[src/rtl/seq_pkg.sv]
// Shared definitions for the Moore 1001 serial test path: state encoding and the
// default pattern that the sequence generator and detector both use.
package seq_pkg;

    typedef enum logic [2:0] {
        S_IDLE = 3'b000,
        S_SEND = 3'b001,
        S_GAP  = 3'b010,
        S_DONE = 3'b011
    } state_t;

    localparam logic [3:0] SEQ_PAT_DEF = 4'b1001;

endpackage

[src/rtl/seq_piso_shift.sv]
// Parallel-in, serial-out shift register. The MSB is presented first and zeros
// fill in from the LSB side.
module seq_piso_shift #(
    parameter int W = 4
) (
    input  logic         clk,
    input  logic         reset,
    input  logic         load,
    input  logic         shift,
    input  logic [W-1:0] din,
    output logic         msb
);

    logic [W-1:0] sr;

    // NOTE: sequential state uses non-blocking assignments only, so every flop
    // samples the pre-edge values regardless of process ordering.
    always_ff @(posedge clk) begin
        if (reset) begin
            sr <= '0;
        end else if (load) begin
            sr <= din;
        end else if (shift) begin
            sr <= {sr[W-2:0], 1'b0};
        end
    end

    assign msb = sr[W-1];

endmodule

[src/rtl/moore_sequence_generator.sv]
// Serialises a captured pattern MSB-first, repeating it with an optional idle gap,
// and pulses done after the last bit. All outputs decode from registered state.
module moore_sequence_generator
    import seq_pkg::*;
#(
    parameter int               PAT_W   = 4,
    parameter logic [PAT_W-1:0] PAT_DEF = PAT_W'(SEQ_PAT_DEF),
    parameter int               REP_W   = 4,
    parameter int               GAP_W   = 3
) (
    input  logic             clk,
    input  logic             reset,
    input  logic             start,
    input  logic [PAT_W-1:0] pat_in,
    input  logic [REP_W-1:0] rep_in,
    input  logic [GAP_W-1:0] gap_in,
    input  logic             abort,
    output logic             out,
    output logic             out_valid,
    output logic             busy,
    output logic             done,
    output logic [2:0]       present
);

    localparam int IDX_W = (PAT_W > 1) ? $clog2(PAT_W) : 1;

    state_t             state, next_state;
    logic [PAT_W-1:0]   pat_reg;
    logic [REP_W-1:0]   rep_cnt;
    logic [GAP_W-1:0]   gap_reg;
    logic [GAP_W-1:0]   gap_cnt;
    logic [IDX_W-1:0]   bit_idx;

    logic               capture;
    logic               sr_load;
    logic               sr_shift;
    logic               rep_dec;
    logic               gap_load;
    logic               sr_msb;

    always_ff @(posedge clk) begin
        if (reset) begin
            state <= S_IDLE;
        end else begin
            state <= next_state;
        end
    end

    // NOTE: every signal driven here gets a default first, so no path through the
    // case statement can leave one unassigned and infer a latch.
    always_comb begin
        next_state = state;
        capture    = 1'b0;
        sr_load    = 1'b0;
        sr_shift   = 1'b0;
        rep_dec    = 1'b0;
        gap_load   = 1'b0;
        case (state)
            S_IDLE: begin
                if (start && !abort) begin
                    capture    = 1'b1;
                    sr_load    = 1'b1;
                    next_state = S_SEND;
                end
            end
            S_SEND: begin
                if (abort) begin
                    next_state = S_IDLE;
                end else if (bit_idx == '0) begin
                    if (rep_cnt > REP_W'(1)) begin
                        rep_dec = 1'b1;
                        if (gap_reg != '0) begin
                            gap_load   = 1'b1;
                            next_state = S_GAP;
                        end else begin
                            sr_load = 1'b1;
                        end
                    end else begin
                        next_state = S_DONE;
                    end
                end else begin
                    sr_shift = 1'b1;
                end
            end
            S_GAP: begin
                if (abort) begin
                    next_state = S_IDLE;
                end else if (gap_cnt == GAP_W'(1)) begin
                    sr_load    = 1'b1;
                    next_state = S_SEND;
                end
            end
            S_DONE:  next_state = S_IDLE;
            default: next_state = S_IDLE;
        endcase
    end

    // Burst parameters are written only on an accepted start, so they hold steady
    // for the whole burst regardless of pat_in/rep_in/gap_in activity.
    always_ff @(posedge clk) begin
        if (reset) begin
            pat_reg <= PAT_DEF;
            rep_cnt <= '0;
            gap_reg <= '0;
            gap_cnt <= '0;
            bit_idx <= '0;
        end else begin
            if (capture) begin
                pat_reg <= pat_in;
                rep_cnt <= (rep_in == '0) ? REP_W'(1) : rep_in;
                gap_reg <= gap_in;
            end else if (rep_dec) begin
                rep_cnt <= rep_cnt - REP_W'(1);
            end

            if (gap_load) begin
                gap_cnt <= gap_reg;
            end else if (state == S_GAP) begin
                gap_cnt <= gap_cnt - GAP_W'(1);
            end

            if (sr_load) begin
                bit_idx <= IDX_W'(PAT_W - 1);
            end else if (sr_shift) begin
                bit_idx <= bit_idx - IDX_W'(1);
            end
        end
    end

    seq_piso_shift #(
        .W (PAT_W)
    ) u_shift (
        .clk   (clk),
        .reset (reset),
        .load  (sr_load),
        .shift (sr_shift),
        .din   (capture ? pat_in : pat_reg),
        .msb   (sr_msb)
    );

    assign out_valid = (state == S_SEND);
    assign out       = out_valid & sr_msb;
    assign busy      = (state != S_IDLE);
    assign done      = (state == S_DONE);
    assign present   = state;

endmodule
[config.mk]
export PLATFORM = sky130hd
export DESIGN_NAME = moore_sequence_generator
export DESIGN_NICKNAME = d
export VERILOG_FILES = /design/src/rtl/seq_pkg.sv /design/src/rtl/seq_piso_shift.sv /design/src/rtl/moore_sequence_generator.sv
export SDC_FILE = /design/constraint.sdc
export NUM_CORES = 1
export LEC_CHECK = 0
export ABC_AREA = 1
export CORE_MARGIN = 1.5
export CORE_UTILIZATION = 35
export CTS_BUF_LIST = sky130_fd_sc_hd__clkbuf_2
export DETAILED_ROUTE_END_ITERATION = 8
export GPL_TIMING_DRIVEN = 0
export HOLD_SLACK_MARGIN = 0.05
export PLACE_DENSITY_LB_ADDON = 0.15
export SLEW_MARGIN = 30
export SYNTH_ARGS = -nofsm -noshare
export SYNTH_HDL_FRONTEND = slang
export SYNTH_SLANG_ARGS = --single-unit
export TNS_END_PERCENT = 50
[constraint.sdc]
create_clock -name clk -period 2 [get_ports clk]
set_clock_uncertainty 0.05 [all_clocks]
set_input_delay 0.3 -clock clk [delete_from_list [all_inputs] [get_ports clk]]
set_output_delay 0.3 -clock clk [all_outputs]
set_load 0.05 [all_outputs]
==> flow_summary.json <==
{
  "reg2reg_depth": 12,
  "worstPathRequired_ns": 1.65,
  "first_pass_iters": 4,
  "drv_cap": 0,
  "grt-ovfl-total": 0,
  "synth_edf_count": 0,
  "cp.arrival_ns": 1.56,
  "synth.distinct_cells": 35,
  "status": "complete, no violations",
  "max_clock_freq_mhz": 524.4,
  "setup_viol": 0,
  "synth_area_um2": 1291,
  "ant_nets": 0,
  "p_leak_nw": 0.7044,
  "hold_depth": 2,
  "die_area_um2": 4063,
  "final-seq-area_um2": 440.4,
  "r2r_setup_slack_ns": 0.26,
  "die_y_um": 63.74,
  "clockBufferDepth": 2,
  "power_density_nw_per_um2": 613.0,
  "grt_first_pass_wirelength_mm": 4.795,
  "place.port_buffers": 19,
  "worstSetupStartpointType": "flop",
  "min_from": "reset",
  "drive_gt1_share_pct": 13.59,
  "io_pins": 22,
  "post_cts_buffers": 0,
  "clkSinkCount": 22,
  "ctsHtreeMaxLevel": 1,
  "path_max_fanout": 5,
  "avgSynthCellArea_um2": 7.018,
  "r2r_start": "rep_cnt[0]$_SDFFE_PP0P_",
  "endpoint_kind": "primary output",
  "seq_area_frac_synth_pct": 34.11,
  "tritoncts": "yes",
  "hold_viol_final": 0,
  "synth_top_area_share_pct": 34.11,
  "hpwl_mm": 2.077,
  "cts_buffers": 3,
  "grt_pass1_vias": 1087,
  "synth-main-ff-cell": "dfxtp_1",
  "wirelength_mm": 2.701,
  "rsz0062_at_grt": "yes",
  "antenna_cells": 0,
  "synth_area_leader_cell": "dfxtp_1",
  "slew_violations": 0,
  "nNetsFinal": 228,
  "fill_cells": 370,
  "design.core.area_um2": 3442,
  "vias_per_cell": 4.647,
  "worst_pin_slew_ns": 0.5032,
  "grt_max_degree": 12,
  "syn_nets": 204,
  "grt.total_usage_pct": 14.82,
  "place_congestion": 0.7763,
  "antenna_found_initial": 0,
  "hold_path_end": "u_shift.sr[3]$_SDFFE_PP0P_",
  "path_clk_slew_ns": 0.21,
  "clock_latency_ns": 0.32,
  "peakVddDrop_mv": 0.3114,
  "holdBufCountCts": 0,
  "start_util_pct": 37.51,
  "power_mw": 0.9534,
  "setup_tns_ns": 0,
  "die_w_um": 63.74,
  "synth-seq-cells": 22,
  "async_reset_ff_share_pct": 0,
  "yosysMostFrequentCell": "nand2_1",
  "multi_input_area_um2": 713.2,
  "hold_path_class": "primary input to flop",
  "max_slew_margin_pct": 66.45,
  "r2r_end": "gap_cnt[0]$_SDFFE_PP0P_",
  "drc": 0,
  "cts-root-buf": "clkbuf_2",
  "drtIter0Drc": 58,
  "layout_min_cycle_time_ns": 1.907,
  "routedWlPerCell_um": 10.72,
  "synth_common_cells": "nand2_1 (37), inv_1 (23), dfxtp_1 (22)",
  "placementRows": 21,
  "worstSetupPathType": "flop to primary output",
  "syn_to_final_growth_pct": 20.45,
  "netlist_instances": 184,
  "fin_crit_sh_pct": 95.34,
  "synth.area.top_cells": "dfxtp_1 (34%), nand2_1 (11%), inv_1 (6.7%)",
  "ys_warn_count": 0,
  "vias": 1171
}
## cell type report
| type | instances | share of cell area [%] |
|---|---|---|
| Sequential cell | 22 | 28.32 |
| Tap cell | 46 | 3.701 |
| Multi-Input combinational cell | 128 | 45.86 |
| Clock buffer | 3 | 0.9654 |
| Inverter | 29 | 6.999 |
| Buffer | 5 | 1.850 |
| Timing Repair Buffer | 19 | 12.31 |
## routing by layer
layer | share of wire, % | up-vias | track usage, % | routed length, um
met1 | 50 | 514 | 19.23 | 1347
li1 | - | 633 | - | -
met3 | 3.4 | 2 | 2.817 | 92
met2 | 46 | 22 | 25.13 | 1247
met4 | 0.48 | 0 | 4.076 | 13
met5 | 0 | - | 0 | 0
## how the worst max path moves through the flow
stage,from,endpoint,cells past startpoint
after floorplan,present[1]$_SDFFE_PP0P_,u_shift.sr[2]$_SDFFE_PP0P_,8
after global routing,present[1]$_SDFFE_PP0P_,out,4
final,present[1]$_SDFFE_PP0P_,out,4
after detailed placement,abort,u_shift.sr[3]$_SDFFE_PP0P_,9
after CTS,present[0]$_SDFFE_PP0P_,present[0],1
after global placement,abort,u_shift.sr[3]$_SDFFE_PP0P_,9
## cells by family (layout without fill, tap and decap cells)
family,count (synthesis),after routing,share of synthesized area [%]
buf+inv,34,56,10.66
compound gates,33,33,15.31
other cells,1,1,0.2904
flops,22,22,34.11
xor+xnor,2,2,1.357
simple gates,87,87,33.43
fa+ha+maj,5,5,4.845
## cells in the final DEF, fill, tap and decap left out, types with 4 or more instances in the layout
cell,instances
o21ai_0,10
inv_2,6
nand3_1,12
dfxtp_1,22
nor2_1,19
inv_1,23
a21oi_1,6
o21ai_1,8
nand4_1,4
clkdlybuf4s50_1,13
ha_1,5
nand2_1,37
## power by group
part	switching (mW)	leakage [nW]	internal [mW]	total, mW
Clock	0.136	0.0125	0.0409	0.177
Combinational	0.174	0.511	0.109	0.283
Sequential	0.0202	0.181	0.473	0.494
Total	0.331	0.704	0.623	0.953
## metrics by stage
step / hold WS [ns] / cells / instance area (um^2) / utilization [%] / setup WS (ns)
floorplan: 0.3811 / 184 / 1291 / - / 0.01869
detailed placement: 0.4047 / 249 / 1539 / 44.71 / 0.01318
finish: 0.2081 / 252 / 1555 / 45.18 / 0.09322
global placement: 0.3987 / 249 / 1539 / 44.71 / 0.007884
global route: 0.1879 / 252 / 1555 / 45.18 / -0.01412
CTS: 0.2036 / 252 / 1549 / 45.00 / 0.007466
## critical path: stages, from the launching register on
cell and delay, ns:
dfxtp_1 0.39, inv_1 0.10, nand2_2 0.12, nor2_1 0.12, clkdlybuf4s15_1 0.50
## repair_timing
| action | in CTS | in global routing |
|---|---|---|
| pin swaps | 0 | 0 |
| gates resized for setup | 4 | 3 |
| endpoints found under the setup margin | 4 | 3 |
No activity file was read; power rests on OpenSTA's default activity.
